==> config.mk <==
export PLATFORM = sky130hd
export DESIGN_NAME = serial_adder_ctrl_flat
export DESIGN_NICKNAME = d
export VERILOG_FILES = /design/src/rtl/serial_adder_ctrl_if.sv /design/src/rtl/serial_adder_ctrl.sv /design/src/flat_wrapper.sv
export SDC_FILE = /design/constraint.sdc
export NUM_CORES = 1
export LEC_CHECK = 0
export ABC_AREA = 1
export CORE_ASPECT_RATIO = 0.5
export CORE_MARGIN = 2
export CORE_UTILIZATION = 45
export DETAILED_ROUTE_END_ITERATION = 10
export GPL_TIMING_DRIVEN = 0
export PLACE_DENSITY = 0.8
export SYNTH_ARGS = -nofsm -noshare
export SYNTH_HDL_FRONTEND = slang
export SYNTH_SLANG_ARGS = --single-unit
==> constraint.sdc <==
create_clock -name iClk -period 2.7 [get_ports iClk]
set_input_delay 0.54 -clock iClk [delete_from_list [all_inputs] [get_ports iClk]]
set_output_delay 0.54 -clock iClk [all_outputs]
set_load 0.005 [all_outputs]
==> src/rtl/serial_adder_ctrl_if.sv <==
// Operand/result bundle for the bit-serial add/subtract controller.
// The master issues start requests and the slave (the controller) returns the results.
interface serial_adder_ctrl_if #(
    parameter int WIDTH = 8
) ();
    logic             iStart;
    logic             iSub;
    logic [WIDTH-1:0] iA;
    logic [WIDTH-1:0] iB;
    logic             oBusy;
    logic             oDone;
    logic [WIDTH-1:0] oSum;
    logic             oCout;
    logic             oOvf;

    modport master (
        output iStart, iSub, iA, iB,
        input  oBusy, oDone, oSum, oCout, oOvf
    );

    modport slave (
        input  iStart, iSub, iA, iB,
        output oBusy, oDone, oSum, oCout, oOvf
    );
endinterface

==> src/rtl/serial_adder_ctrl.sv <==
// Bit-serial add/subtract sequencer: one full-adder cell, LSB first, WIDTH cycles per op.
// Subtraction is A + ~B + 1, with the +1 entering through the carry flop.
module serial_adder_ctrl #(
    parameter int WIDTH = 8
) (
    input  logic               iClk,
    input  logic               iRst_n,
    serial_adder_ctrl_if.slave bus
);
    localparam int CW = (WIDTH > 2) ? $clog2(WIDTH) : 1;
    localparam logic [CW-1:0] LAST = CW'(WIDTH - 1);

    typedef enum logic [1:0] {S_IDLE, S_RUN, S_DONE} state_t;

    state_t           state_q, state_d;
    logic [WIDTH-1:0] a_q, a_d;
    logic [WIDTH-1:0] b_q, b_d;
    logic [WIDTH-1:0] sum_q, sum_d;
    logic [CW-1:0]    cnt_q, cnt_d;
    logic             carry_q, carry_d;
    logic             cout_q, cout_d;
    logic             ovf_q, ovf_d;

    logic cell_sum;
    logic cell_carry;
    logic start_ok;

    assign cell_sum   = a_q[0] ^ b_q[0] ^ carry_q;
    assign cell_carry = (a_q[0] & b_q[0]) | (carry_q & (a_q[0] ^ b_q[0]));
    assign start_ok   = bus.iStart && ((state_q == S_IDLE) || (state_q == S_DONE));

    always_comb begin
        state_d = state_q;
        a_d     = a_q;
        b_d     = b_q;
        sum_d   = sum_q;
        cnt_d   = cnt_q;
        carry_d = carry_q;
        cout_d  = cout_q;
        ovf_d   = ovf_q;

        case (state_q)
            S_IDLE, S_DONE: begin
                if (start_ok) begin
                    a_d     = bus.iA;
                    b_d     = bus.iSub ? ~bus.iB : bus.iB;
                    carry_d = bus.iSub;
                    cnt_d   = '0;
                    cout_d  = 1'b0;
                    ovf_d   = 1'b0;
                    state_d = S_RUN;
                end else begin
                    state_d = S_IDLE;
                end
            end
            S_RUN: begin
                sum_d   = {cell_sum, sum_q[WIDTH-1:1]};
                a_d     = {1'b0, a_q[WIDTH-1:1]};
                b_d     = {1'b0, b_q[WIDTH-1:1]};
                carry_d = cell_carry;
                cnt_d   = cnt_q + CW'(1);
                // On the MSB, carry_q is the carry into the sign bit.
                if (cnt_q == LAST) begin
                    cout_d  = cell_carry;
                    ovf_d   = carry_q ^ cell_carry;
                    state_d = S_DONE;
                end
            end
            default: state_d = S_IDLE;
        endcase
    end

    always_ff @(posedge iClk or negedge iRst_n) begin
        if (!iRst_n) begin
            state_q <= S_IDLE;
            a_q     <= '0;
            b_q     <= '0;
            sum_q   <= '0;
            cnt_q   <= '0;
            carry_q <= 1'b0;
            cout_q  <= 1'b0;
            ovf_q   <= 1'b0;
        end else begin
            state_q <= state_d;
            a_q     <= a_d;
            b_q     <= b_d;
            sum_q   <= sum_d;
            cnt_q   <= cnt_d;
            carry_q <= carry_d;
            cout_q  <= cout_d;
            ovf_q   <= ovf_d;
        end
    end

    assign bus.oBusy = (state_q == S_RUN);
    assign bus.oDone = (state_q == S_DONE);
    assign bus.oSum  = sum_q;
    assign bus.oCout = cout_q;
    assign bus.oOvf  = ovf_q;
endmodule

==> src/flat_wrapper.sv <==
// flat-port wrapper written by rule: the top's interface ports become plain ports
module serial_adder_ctrl_flat 
#(
    parameter int WIDTH = 8
)
  (iClk, iRst_n, bus_iStart, bus_iSub, bus_iA, bus_iB, bus_oBusy, bus_oDone, bus_oSum, bus_oCout, bus_oOvf);
  serial_adder_ctrl_if #(.WIDTH(WIDTH)) bus_i ();
  input  logic iClk;
  input  logic iRst_n;
  input wire logic [$bits(bus_i.iStart)-1:0] bus_iStart;
  input wire logic [$bits(bus_i.iSub)-1:0] bus_iSub;
  input wire logic [$bits(bus_i.iA)-1:0] bus_iA;
  input wire logic [$bits(bus_i.iB)-1:0] bus_iB;
  output wire logic [$bits(bus_i.oBusy)-1:0] bus_oBusy;
  output wire logic [$bits(bus_i.oDone)-1:0] bus_oDone;
  output wire logic [$bits(bus_i.oSum)-1:0] bus_oSum;
  output wire logic [$bits(bus_i.oCout)-1:0] bus_oCout;
  output wire logic [$bits(bus_i.oOvf)-1:0] bus_oOvf;
  assign bus_i.iStart = bus_iStart;
  assign bus_i.iSub = bus_iSub;
  assign bus_i.iA = bus_iA;
  assign bus_i.iB = bus_iB;
  assign bus_oBusy = bus_i.oBusy;
  assign bus_oDone = bus_i.oDone;
  assign bus_oSum = bus_i.oSum;
  assign bus_oCout = bus_i.oCout;
  assign bus_oOvf = bus_i.oOvf;
  serial_adder_ctrl #(.WIDTH(WIDTH)) u_core (.iClk(iClk), .iRst_n(iRst_n), .bus(bus_i));
endmodule
==> impl_results.html, run 1 <==
<table>
<tr><th>Metric</th><th>Value</th></tr>
<tr><th colspan="2">Timing</th></tr>
<tr><td>Max Fclk</td><td>433.4 MHz</td></tr>
<tr><td>Setup repair after global routing missed its margin</td><td>false</td></tr>
<tr><td>Worst setup slack after layout</td><td>0.3929 ns</td></tr>
<tr><td>Worst slew slack as a fraction of its limit</td><td>0.5287</td></tr>
<tr><td>Final critical-path share of the clock period</td><td>0.8545</td></tr>
<tr><td>Worst Hold Slack</td><td>0.3084 ns</td></tr>
<tr><td>Fin crit period</td><td>2.307 ns</td></tr>
<tr><td>Total negative setup slack</td><td>0 ns</td></tr>
<tr><td>Max Slew Vio Count</td><td>0</td></tr>
<tr><td>Clock Skews</td><td>0.006050 ns</td></tr>
<tr><td>Endpoints failing setup</td><td>0</td></tr>
<tr><td>Transition time of the tightest slew-check pin</td><td>0.7069 ns</td></tr>
<tr><td>Hold Fails Final Rpt</td><td>0</td></tr>
<tr><th colspan="2">Clocking</th></tr>
<tr><td>Clock buffer count from CTS</td><td>5</td></tr>
<tr><td>Clock insertion delay at the later pin of the skew report</td><td>0.27 ns</td></tr>
<tr><td>CTS tree</td><td>done</td></tr>
<tr><td>Clock input transition at the sequential cells of the worst setup and hold paths</td><td>0.06 ns</td></tr>
<tr><td>CTS Buffer Depth</td><td>2</td></tr>
<tr><td>Number of sinks on the clock net</td><td>32</td></tr>
<tr><td>Post-CTS setup buffer count</td><td>0</td></tr>
<tr><td>Clock Tree Root</td><td>sky130_fd_sc_hd__clkbuf_8</td></tr>
<tr><td>Number of hold-repair buffers added at the cts stage</td><td>0</td></tr>
<tr><td>Clock H-tree levels</td><td>2</td></tr>
<tr><td>Total of cells resized after clock tree synthesis</td><td>0</td></tr>
<tr><th colspan="2">Drt</th></tr>
<tr><td>Final WL</td><td>3.334 mm</td></tr>
<tr><td>Vias per Instance</td><td>4.783</td></tr>
<tr><td>Initial DRC Count</td><td>88</td></tr>
<tr><td>Total number of vias</td><td>1,387</td></tr>
<tr><td>Wire length per cell after detailed routing</td><td>11.50 um</td></tr>
<tr><td>Detailed-route DRC error count</td><td>0</td></tr>
<tr><td>Routed Antenna Nets</td><td>0</td></tr>
<tr><td>Drt pass-1 iters</td><td>4</td></tr>
<tr><th colspan="2">Die</th></tr>
<tr><td>Area of the placeable core</td><td>0.003397 mm2</td></tr>
<tr><td>Effective utilization at floorplan</td><td>0.4674</td></tr>
<tr><td>Width of the die</td><td>88.01 um</td></tr>
<tr><td>DIE HEIGHT</td><td>46 um</td></tr>
<tr><td>Core Rows</td><td>15</td></tr>
<tr><td>Boundary Pins</td><td>32</td></tr>
<tr><td>Area enclosed by the die boundary</td><td>0.004048 mm2</td></tr>
<tr><th colspan="2">Global routing</th></tr>
<tr><td>Initial antenna violation count</td><td>0</td></tr>
<tr><td>Pin count of the biggest net entering global routing</td><td>33</td></tr>
<tr><td>Total global-route track usage</td><td>0.1855</td></tr>
<tr><td>Vias in the first global route</td><td>1,291</td></tr>
<tr><td>Gr ovfl total</td><td>0</td></tr>
<tr><td>Wire length of the first global-routing pass</td><td>5.589 mm</td></tr>
<tr><th colspan="2">Setup path</th></tr>
<tr><td>Worst reg2reg path startpoint</td><td>u_core.state_q[0]</td></tr>
<tr><td>Crit path cell chain</td><td>inv_2, nor2_8, buf_4, clkdlybuf4s50_1</td></tr>
<tr><td>Critical-path cell with the highest stage delay</td><td>sky130_fd_sc_hd__clkdlybuf4s50_1</td></tr>
<tr><td>Critical path launch point type</td><td>register</td></tr>
<tr><td>Endpoint class of the critical path</td><td>output pin</td></tr>
<tr><td>Critical Setup Path Class</td><td>reg2out</td></tr>
<tr><td>Worst EP arrival</td><td>1.77 ns</td></tr>
<tr><td>Delay of the slowest cell on the worst path</td><td>0.51 ns</td></tr>
<tr><td>Required time of the worst setup path</td><td>2.16 ns</td></tr>
<tr><td>Worst r2r dst</td><td>u_core.b_q[0]</td></tr>
<tr><td>Slack of the worst reg-to-reg path</td><td>1.36 ns</td></tr>
<tr><td>Path depth of the worst reg2reg path</td><td>4</td></tr>
<tr><td>Largest driver fanout on the critical path</td><td>10</td></tr>
<tr><th colspan="2">Power and ir drop</th></tr>
<tr><td>Total chip power</td><td>2.171 mW</td></tr>
<tr><td>Leakage power summed over all cells</td><td>1.059 nW</td></tr>
<tr><td>Power Dens Cells</td><td>1071 mW/mm2</td></tr>
<tr><td>Maximum ir drop on the vdd rail</td><td>389.2 uV</td></tr>
<tr><th colspan="2">Finish</th></tr>
<tr><td>Most frequent cells in the layout</td><td>75 x sky130_fd_sc_hd__nand2_1, 40 x sky130_fd_sc_hd__nand3_1, 32 x sky130_fd_sc_hd__dfrtp_1, 28 x sky130_fd_sc_hd__clkdlybuf4s50_1, 25 x sky130_fd_sc_hd__inv_1</td></tr>
<tr><td>Fillers</td><td>310</td></tr>
<tr><td>Syn-to-layout area delta</td><td>27.66%</td></tr>
<tr><td>Most common cell after layout, fill and taps aside</td><td>sky130_fd_sc_hd__nand2_1</td></tr>
<tr><td>Antenna cell count</td><td>0</td></tr>
<tr><td>Nets</td><td>261</td></tr>
<tr><td>Final standard cell area without fillers</td><td>0.002027 mm2</td></tr>
<tr><td>Proportion of layout cells with a drive suffix above 1</td><td>0.08787</td></tr>
<tr><th colspan="2">Logic synthesis</th></tr>
<tr><td>Mapped Area</td><td>0.001588 mm2</td></tr>
<tr><td>Yosys synthesis warning count</td><td>0</td></tr>
<tr><td>Synth area leader</td><td>sky130_fd_sc_hd__dfrtp_1</td></tr>
<tr><td>Count of state elements after synthesis</td><td>32</td></tr>
<tr><td>Number of cells produced by synthesis</td><td>202</td></tr>
<tr><td>Count of cell types in the netlist</td><td>19</td></tr>
<tr><td>Sequential area share after synthesis</td><td>0.5043</td></tr>
<tr><td>Number of nets produced by synthesis</td><td>225</td></tr>
<tr><td>Synthesized area divided by synthesized cell count</td><td>7.860 um2</td></tr>
<tr><td>Area share of the largest cell type after synthesis</td><td>0.5043</td></tr>
<tr><td>Cells taking the most area after synthesis</td><td>sky130_fd_sc_hd__dfrtp_1 50%, sky130_fd_sc_hd__nand2_1 18%, sky130_fd_sc_hd__nand3_1 13%, sky130_fd_sc_hd__inv_1 5.9%, sky130_fd_sc_hd__o21ai_0 2.5%</td></tr>
<tr><th colspan="2">Placement</th></tr>
<tr><td>Count of port buffers added during placement</td><td>29</td></tr>
<tr><td>Placed inst area</td><td>0.001942 mm2</td></tr>
<tr><td>Estimated wirelength of the detail-placed design</td><td>2.376 mm</td></tr>
<tr><td>Worst slack, placed</td><td>0.4525 ns</td></tr>
<tr><td>Weighted congestion reported at the end of routability-driven placement</td><td>0.7974</td></tr>
<tr><th colspan="2">Status</th></tr>
<tr><td>Status</td><td>finished, final reports clean</td></tr>
<tr><th colspan="2">Run</th></tr>
<tr><td># Max-Cap Violations</td><td>0</td></tr>
<tr><th colspan="2">Min path</th></tr>
<tr><td>Path type of the worst min-delay path</td><td>in2async</td></tr>
</table>
-- worst max path at each step --
| stage | from | end | slack, ns | cells after the start |
|---|---|---|---|---|
| floorplan | u_core.state_q[0] | bus_oBusy | 1.33 | 3 |
| global placement | iRst_n | u_core.b_q[4] | 0.52 | 1 |
| detailed placement | iRst_n | u_core.bus.oSum[6] | 0.45 | 1 |
| CTS | u_core.state_q[0] | bus_oBusy | 0.39 | 4 |
| global route | u_core.state_q[0] | bus_oBusy | 0.30 | 4 |
| finish | u_core.state_q[0] | bus_oBusy | 0.39 | 4 |
-- cells by family after synthesis --
kind of cell / share of synthesized area
AND/OR/NAND/NOR: 0.3357
buffers and inverters: 0.09771
flip-flops: 0.5043
AO/OA/AOI/OAI: 0.02837
adder cells (fa/ha/maj): 0.02837
XOR/XNOR: 0.005517
-- synth_stat cells --
master and instances:
sky130_fd_sc_hd__nand2_1 75, sky130_fd_sc_hd__nand3_1 40, sky130_fd_sc_hd__dfrtp_1 32, sky130_fd_sc_hd__inv_1 25, sky130_fd_sc_hd__o21ai_0 8, sky130_fd_sc_hd__buf_2 4
sky130_fd_sc_hd__inv_2 3, sky130_fd_sc_hd__buf_4 2, sky130_fd_sc_hd__ha_1 2, sky130_fd_sc_hd__nor2_1 2, sky130_fd_sc_hd__a21oi_1 1, sky130_fd_sc_hd__buf_6 1
sky130_fd_sc_hd__clkbuf_1 1, sky130_fd_sc_hd__fa_1 1, sky130_fd_sc_hd__nand2_2 1, sky130_fd_sc_hd__nand2_4 1, sky130_fd_sc_hd__nor2_2 1, sky130_fd_sc_hd__nor2_8 1
sky130_fd_sc_hd__xor2_1 1
-- flip-flops by register name, summed over array words and instances, names as in the netlist --
| name | cells |
|---|---|
| u_core.bus.oOvf | 1 |
| u_core.bus.oSum | 8 |
| u_core.a_q | 8 |
| u_core.state_q | 2 |
| u_core.cnt_q | 3 |
| u_core.bus.oCout | 1 |
| u_core.carry_q | 1 |
| u_core.b_q | 8 |
-- report_power, final --
part | switching, mW | leakage [nW] | total [mW] | internal, mW
clock network | 0.164 | 0.0455 | 0.372 | 0.208
registers | 0.132 | 0.404 | 0.833 | 0.701
logic | 0.537 | 0.609 | 0.966 | 0.429
total | 0.833 | 1.06 | 2.17 | 1.34
-- metrics by stage --
stage | instances | utilization
5_1_grt | 290 | 0.5967
6_report | 290 | 0.5967
4_1_cts | 290 | 0.5982
3_3_place_gp | 282 | 0.5716
3_5_place_dp | 282 | 0.5716
2_1_floorplan | 202 | -
-- per-layer routing --
| layer | track usage | vias up | share of wire |
|---|---|---|---|
| li1 | - | 699 | - |
| met1 | 0.2463 | 655 | 0.47 |
| met2 | 0.2924 | 30 | 0.48 |
| met3 | 0.04891 | 3 | 0.046 |
| met4 | 0.08000 | 0 | 0.0030 |
| met5 | 0 | - | 0 |
-- cell type report --
cell class	instances	area [um2]	area share
flip-flops and latches	32	800.8	0.3951
multi-input cells	134	631.9	0.3117
repair buffers	29	285.3	0.1407
inverters	28	105.1	0.05185
clock buffers	8	90.09	0.04444
well taps	51	63.81	0.03148
plain buffers	8	50.05	0.02469
-- worst max-delay path, delay by kind of cell (launching register included) --
| family | cells | cell delay (ns) |
|---|---|---|
| buffers and inverters | 3 | 0.87 |
| flip-flops | 1 | 0.44 |
| AND/OR/NAND/NOR | 1 | 0.18 |
No activity file was read; power rests on OpenSTA's default activity.
==> run 2, diff against run 1 <==
--- a/config.mk
+++ b/config.mk
@@ -7,7 +7,7 @@
 export LEC_CHECK = 0
 export ABC_AREA = 1
 export CORE_ASPECT_RATIO = 0.5
-export CORE_MARGIN = 2
+export CORE_MARGIN = 4
 export CORE_UTILIZATION = 45
 export DETAILED_ROUTE_END_ITERATION = 10
 export GPL_TIMING_DRIVEN = 0
==> run 2 against run 1 <==
Effect of this change:
- power down 0.25%
- clock skew grew 0.0012 ns
- largest power group unchanged
- register-to-register slack better by 0.04 ns
- first-iteration DRC count is 14% lower
- sequential share of layout area grew 0.073 points
- global-route usage down 2.5 points
- non-clock buffer count unchanged
- utilization is 3.8 points higher
- clock-buffer cell count did not move
- worst setup slack improved by 0.0046 ns
- via count shrank 0.72%
==> impl_results.html, run 2 (synthesis results as in run 1) <==
<table>
<tr><th>Metric</th><th>Value</th></tr>
<tr><th colspan="2">Status</th></tr>
<tr><td>Status</td><td>finished, final reports clean</td></tr>
<tr><th colspan="2">Setup path</th></tr>
<tr><td>Slack of the worst reg-to-reg path</td><td>1.40 ns (+0.04 ns)</td></tr>
<tr><td>Worst EP arrival</td><td>1.76 ns (about the same)</td></tr>
<tr><td>Largest driver fanout on the critical path</td><td>10 (unchanged)</td></tr>
<tr><td>Delay of the slowest cell on the worst path</td><td>0.51 ns (about the same)</td></tr>
<tr><td>Endpoint class of the critical path</td><td>output pin</td></tr>
<tr><td>Worst path bufs/invs</td><td>3 (unchanged)</td></tr>
<tr><td>Critical-path cell with the highest stage delay</td><td>sky130_fd_sc_hd__clkdlybuf4s50_1</td></tr>
<tr><td>Worst r2r dst</td><td>u_core.carry_q</td></tr>
<tr><td>Critical Setup Path Class</td><td>reg2out</td></tr>
<tr><td>Family of cells with the greatest summed delay on the critical path</td><td>buffers and inverters</td></tr>
<tr><td>Required time of the worst setup path</td><td>2.16 ns (about the same)</td></tr>
<tr><td>Worst reg2reg path startpoint</td><td>u_core.carry_q</td></tr>
<tr><td>Critical path launch point type</td><td>register</td></tr>
<tr><td>Path depth of the worst reg2reg path</td><td>7 (+3)</td></tr>
<tr><td>Crit path cell chain</td><td>inv_2, nor2_8, buf_4, clkdlybuf4s50_1</td></tr>
<tr><th colspan="2">Clocking</th></tr>
<tr><td>Number of sinks on the clock net</td><td>32 (unchanged)</td></tr>
<tr><td>Clock insertion delay at the later pin of the skew report</td><td>0.28 ns (about the same)</td></tr>
<tr><td>Clock H-tree levels</td><td>2 (unchanged)</td></tr>
<tr><td>CTS tree</td><td>done</td></tr>
<tr><td>Clock Tree Root</td><td>sky130_fd_sc_hd__clkbuf_8</td></tr>
<tr><td>Number of hold-repair buffers added at the cts stage</td><td>0 (unchanged)</td></tr>
<tr><td>Clock input transition at the sequential cells of the worst setup and hold paths</td><td>0.07 ns (about the same)</td></tr>
<tr><td>Post-CTS setup buffer count</td><td>0 (unchanged)</td></tr>
<tr><td>Total of cells resized after clock tree synthesis</td><td>0 (unchanged)</td></tr>
<tr><td>Clock buffer count from CTS</td><td>5 (unchanged)</td></tr>
<tr><td>CTS Buffer Depth</td><td>2 (unchanged)</td></tr>
<tr><th colspan="2">Die</th></tr>
<tr><td>Area of the placeable core</td><td>0.003188 mm2 (-6.2%)</td></tr>
<tr><td>Core Rows</td><td>14 (-1)</td></tr>
<tr><td>Width of the die</td><td>92.01 um (+4.5%)</td></tr>
<tr><td>Boundary Pins</td><td>32 (unchanged)</td></tr>
<tr><td>DIE HEIGHT</td><td>50 um (+8.7%)</td></tr>
<tr><td>Effective utilization at floorplan</td><td>0.4980 (+0.03063)</td></tr>
<tr><td>Area enclosed by the die boundary</td><td>0.004600 mm2 (+14%)</td></tr>
<tr><th colspan="2">Power and ir drop</th></tr>
<tr><td>Leakage power summed over all cells</td><td>1.059 nW (unchanged)</td></tr>
<tr><td>Maximum ir drop on the vdd rail</td><td>360.4 uV (-7.4%)</td></tr>
<tr><td>Power Dens Cells</td><td>1070 mW/mm2 (about the same)</td></tr>
<tr><th colspan="2">Drt</th></tr>
<tr><td>Final WL</td><td>3.393 mm (+1.8%)</td></tr>
<tr><td>Initial DRC Count</td><td>76 (-14%)</td></tr>
<tr><td>Detailed-route DRC error count</td><td>0 (unchanged)</td></tr>
<tr><td>Wire length per cell after detailed routing</td><td>11.82 um (+2.8%)</td></tr>
<tr><td>Drt pass-1 iters</td><td>4 (unchanged)</td></tr>
<tr><td>Vias per Instance</td><td>4.798 (+0.32%)</td></tr>
<tr><td>Total number of vias</td><td>1,377 (-0.72%)</td></tr>
<tr><td>Routed Antenna Nets</td><td>0 (unchanged)</td></tr>
<tr><th colspan="2">Timing</th></tr>
<tr><td>Fin crit period</td><td>2.302 ns (-0.004622 ns)</td></tr>
<tr><td>Endpoints failing setup</td><td>0 (unchanged)</td></tr>
<tr><td>Worst slew slack as a fraction of its limit</td><td>0.5368 (+0.008036)</td></tr>
<tr><td>Setup repair after global routing missed its margin</td><td>false</td></tr>
<tr><td>Total negative setup slack</td><td>0 ns (unchanged)</td></tr>
<tr><td>Hold Fails Final Rpt</td><td>0 (unchanged)</td></tr>
<tr><td>Max Slew Vio Count</td><td>0 (unchanged)</td></tr>
<tr><td>Worst setup slack after layout</td><td>0.3975 ns (+0.004622 ns)</td></tr>
<tr><td>Final critical-path share of the clock period</td><td>0.8528 (-0.001712)</td></tr>
<tr><td>Clock Skews</td><td>0.007207 ns (+0.001157 ns)</td></tr>
<tr><td>Max Fclk</td><td>434.3 MHz (+0.20%)</td></tr>
<tr><td>Transition time of the tightest slew-check pin</td><td>0.6949 ns (-0.01205 ns)</td></tr>
<tr><th colspan="2">Finish</th></tr>
<tr><td>Most frequent cells in the layout</td><td>75 x sky130_fd_sc_hd__nand2_1, 40 x sky130_fd_sc_hd__nand3_1, 32 x sky130_fd_sc_hd__dfrtp_1, 28 x sky130_fd_sc_hd__clkdlybuf4s50_1, 25 x sky130_fd_sc_hd__inv_1</td></tr>
<tr><td>Post-layout instance count excluding filler cells</td><td>287 (-1.0%)</td></tr>
<tr><td>Final core utilization</td><td>0.6346 (+0.03793)</td></tr>
<tr><td>Nets</td><td>261 (unchanged)</td></tr>
<tr><td>Final standard cell area without fillers</td><td>0.002023 mm2 (-0.19%)</td></tr>
<tr><td>Proportion of layout cells with a drive suffix above 1</td><td>0.08787 (unchanged)</td></tr>
<tr><td>Syn-to-layout area delta</td><td>27.42%</td></tr>
<tr><td>Antenna cell count</td><td>0 (unchanged)</td></tr>
<tr><td>Most common cell after layout, fill and taps aside</td><td>sky130_fd_sc_hd__nand2_1</td></tr>
<tr><th colspan="2">Global routing</th></tr>
<tr><td>Wire length of the first global-routing pass</td><td>5.796 mm (+3.7%)</td></tr>
<tr><td>Vias in the first global route</td><td>1,338 (+3.6%)</td></tr>
<tr><td>Gr ovfl total</td><td>0 (unchanged)</td></tr>
<tr><td>Total global-route track usage</td><td>0.1606 (-0.02490)</td></tr>
<tr><td>Pin count of the biggest net entering global routing</td><td>33 (unchanged)</td></tr>
<tr><td>Initial antenna violation count</td><td>0 (unchanged)</td></tr>
<tr><th colspan="2">Placement</th></tr>
<tr><td>Count of port buffers added during placement</td><td>29 (unchanged)</td></tr>
<tr><td>Placed inst area</td><td>0.001933 mm2 (-0.45%)</td></tr>
<tr><td>Estimated wirelength of the detail-placed design</td><td>2.447 mm (+3.0%)</td></tr>
<tr><td>Instance count after placement with tap cells included</td><td>279 (-1.1%)</td></tr>
<tr><td>Worst slack, placed</td><td>0.6954 ns (+0.2429 ns)</td></tr>
<tr><td>Weighted congestion reported at the end of routability-driven placement</td><td>0.7568 (-5.1%)</td></tr>
<tr><th colspan="2">Min path</th></tr>
<tr><td>Path type of the worst min-delay path</td><td>in2async</td></tr>
<tr><th colspan="2">Run</th></tr>
<tr><td># Max-Cap Violations</td><td>0 (unchanged)</td></tr>
</table>
run 2: worst reg2reg max path: stages, from the launching register on:
cell and delay (ns):
sky130_fd_sc_hd__dfrtp_1 0.36, sky130_fd_sc_hd__inv_1 0.08, sky130_fd_sc_hd__fa_1 0.43, sky130_fd_sc_hd__inv_1 0.11, sky130_fd_sc_hd__nand3_1 0.09, sky130_fd_sc_hd__nand2_1 0.07, sky130_fd_sc_hd__inv_1 0.04, sky130_fd_sc_hd__nand2_1 0.05
run 2: where the power goes:
part | switching (mW) | internal (mW)
Combinational | 0.527 | 0.426
Sequential | 0.139 | 0.701
Clock | 0.164 | 0.208
Total | 0.830 | 1.34
run 2: layout make-up:
| cell class | count | area (um2) |
|---|---|---|
| plain buffers | 8 | 50.05 |
| clock buffers | 8 | 90.09 |
| repair buffers | 29 | 285.3 |
| multi-input cells | 134 | 631.9 |
| well taps | 48 | 60.06 |
| fillers | 289 | 1165 |
| flip-flops and latches | 32 | 800.8 |
| inverters | 28 | 105.1 |
run 2: per-layer routing:
layer / routed length (um) / up-vias / GRT usage / share of wire
li1: - / 695 / - / -
met1: 1565 / 646 / 0.1958 / 0.46
met2: 1616 / 34 / 0.2802 / 0.48
met3: 191 / 2 / 0.04559 / 0.056
met4: 21 / 0 / 0.04433 / 0.0062
met5: 0 / - / 0 / 0
run 2: worst max path at each step:
stage | start | endpoint | slack (ns) | cells past startpoint
after floorplan | u_core.state_q[0] | bus_oBusy | 1.33 | 3
after global placement | iRst_n | u_core.bus.oSum[0] | 0.50 | 1
after detailed placement | u_core.state_q[0] | bus_oBusy | 0.70 | 4
after CTS | u_core.state_q[0] | bus_oBusy | 0.38 | 4
after global routing | u_core.state_q[0] | bus_oBusy | 0.29 | 4
final | u_core.state_q[0] | bus_oBusy | 0.40 | 4
run 2: metrics by stage:
stage / hold WS, ns / total power, mW
6_report: 0.3091 / 2.165
5_1_grt: 0.3619 / 2.359
4_1_cts: 0.3277 / 2.179
3_5_place_dp: 0.4600 / 1.801
3_3_place_gp: 0.4544 / 1.751
2_1_floorplan: 0.2444 / 1.439
==> variant, RTL diff (flow settings as in run 1) <==
Reset style: synchronous (`iRst_n`), changed in one clocked block.
--- a/src/rtl/serial_adder_ctrl.sv
+++ b/src/rtl/serial_adder_ctrl.sv
@@ -70,7 +70,7 @@
         endcase
     end
 
-    always_ff @(posedge iClk or negedge iRst_n) begin
+    always_ff @(posedge iClk) begin
         if (!iRst_n) begin
             state_q <= S_IDLE;
             a_q     <= '0;
Check against the original RTL: differs if iRst_n is asserted again (counterexample within 4 cycles, from zero or initial values and one cycle with iRst_n low); with iRst_n held inactive, the same outputs for 10 cycles.
==> variant against run 1 <==
- die area decreased by 5.3%
- area after synthesis decreased by 5.7%
- cell area decreased by 4.9%
- core utilization increased by 2.9 points
- sequential cell count unchanged
- wire length decreased by 8.3%
- setup slack got worse by 0.0013 ns
- non-clock buffer count increased by 2
- cell count increased by 3.8%
- critical path type unchanged
- largest cell class is now multi-input combinational cells
Power is not compared: it rests on default switching activity, and its combinational part moved more than twofold at a synthesized area within 25%.
==> variant: results (changes against run 1) <==
** Clocking
- The H-tree depth was 2 (unchanged).
- The number of instances resized during post-cts repair came to 0 (unchanged).
- CTS Buf Count :: 5 (unchanged)
- The setup fix buffers added after clock tree synthesis came to 0 (unchanged).
- The clock latency on the worst-skew pair came to 0.27 ns (about the same).

** Hold path
- The worst hold path belongs to the class reg2reg.

** Logic synthesis
- The fraction of the yosys area taken by sequential cells was 0.428 (-0.0766).
- The number of nets produced by synthesis came to 247 (+9.8%).
- The register bit total from synthesis was 32 (unchanged).
- Commonest register cell after synthesis :: dfxtp_1
- The summed instance area of the synthesized netlist came to 1500 µm² (-5.7%).
- Proportion of synthesized flip-flops having asynchronous set or reset :: 0 (-1.00)
- Distinct cells, synth :: 20 (+1)
- Top area cells in the synthesized netlist :: dfxtp_1 (43%), nand2_1 (19%), nand3_1 (8.0%)
- Cell types with the highest counts after synthesis :: nand2_1 (76), dfxtp_1 (32), inv_1 (31), nand3_1 (24)

** Placed design
- The number of input and output port buffers inserted was 29 (unchanged).
- Placed wire-length estimate after detailed placement :: 2210 µm (-7.2%)
- Final Wtd Congestion :: 0.791 (-0.80%)
- Total placed instance area :: 1840 µm² (-5.3%)
- Post-place setup slack :: 0.719 ns (+0.267 ns)

** Worst setup path
- The signal arrival time at the worst endpoint came to 1.77 ns (about the same).
- Depth of the worst register-to-register path :: 7 (+3)
- Origin of the critical flop-to-flop path :: u_core.carry_q
- Worst flop-to-flop path endpoint :: u_core.carry_q
- In this run the worst setup path begins at u_core.state_q[0].
- The critical path ends at bus_oBusy.

** Timing
- The time the final worst path needs with I/O delays and setup is 2.31 ns (+0.00133 ns).
- The worst clock skew is 0.00454 ns (-0.00151 ns).
- Worst-margin pin slew :: 0.428 ns (-0.279 ns)

** Detailed routing
- Number of search-and-repair iterations in the first detailed-routing pass :: 4 (unchanged)
- DRC violation total after the first TritonRoute iteration :: 52 (-41%)
- Total wire length after detailed routing :: 3060 µm (-8.3%)
- Total number of vias :: 1418 (+2.2%)

** Run status
- Status :: finished clean

** Layout
- The fill cell instance count of the final layout came to 293 (-5.5%).
- The sequential cell area share came to 0.332 (-0.0628).
- Non-clock buffering overhead in the final layout :: 0.184 (+0.0189)
- The number of nets in the finished design is 283 (+8.4%).
- The combined area of the multi-input logic cells is 668 µm² (+5.7%).
- The number of multi-input logic gates was 149 (+11%).
- The number of non-clock buffers in the layout came to 39 (+5.4%).
- Share of final-layout standard cells stronger than drive strength 1 :: 0.0728 (-0.0151)
- The non-clock inverter instance count of the final layout was 33 (+18%).
- The clock network area share came to 0.0467 (+0.00228).

** GRT
- Total routing resource utilization after global routing :: 0.175 (-0.0105)
- The initial antenna violation count was 0 (unchanged).
- Vias in the first global route :: 1276 (-1.2%)
- The pin count of the biggest net entering global routing is 11 (-67%).
- The wire length of the first global-routing pass was 5220 µm (-6.7%).
variant: cell count changes after synthesis, sizes merged:
| cell | change |
|---|---|
| nand3 | -16 |
| dfrtp | -32 |
| nor2 | +13 |
| a21oi | +15 |
| o21ai | +1 |
| dfxtp | +32 |
| nand2 | +1 |
| buf | +1 |
| nor3 | +1 |
| inv | +5 |
| clkbuf | +1 |
variant: cell families (layout without fill, tap and decap cells):
| kind of cell | count (synthesis) | in the layout | share of synthesized area |
|---|---|---|---|
| AO/OA/AOI/OAI | 25 | 25 | 0.0835 |
| adder cells (fa/ha/maj) | 3 | 3 | 0.0301 |
| XOR/XNOR | 1 | 1 | 0.00585 |
| flip-flops | 32 | 32 | 0.428 |
| buffers and inverters | 43 | 80 | 0.126 |
| AND/OR/NAND/NOR | 120 | 120 | 0.327 |
variant: per-stage QoR:
| stage | std cells | hold slack, ns | utilization | total power, mW |
|---|---|---|---|---|
| finish | 301 | 0.464 | 0.625 | 1.08 |
| global route | 301 | 0.492 | 0.625 | 1.15 |
| CTS | 301 | 0.465 | 0.625 | 1.09 |
| detailed placement | 293 | 0.457 | 0.596 | 0.722 |
| global placement | 293 | 0.447 | 0.596 | 0.716 |
| floorplan | 224 | 0.428 | - | 0.646 |
variant: layer usage:
metal	GRT usage	vias to the layer above	wire length, µm
met3	0.0548	2	169
met2	0.319	27	1460
met4	0.0571	0	25
met1	0.202	629	1400
met5	0	-	0
li1	-	760	-
variant: report_power, final:
group	total [mW]	switching [mW]	internal (mW)	leakage, nW
Clock	0.369	0.161	0.208	0.0455
Combinational	0.188	0.0970	0.0907	0.609
Sequential	0.525	0.0197	0.505	0.263
variant: worst max-delay path: stages (launching register included):
cell	delay, ns
dfxtp_1	0.43
inv_2	0.07
nor2_1	0.14
buf_4	0.20
buf_6	0.16
clkdlybuf4s50_1	0.50
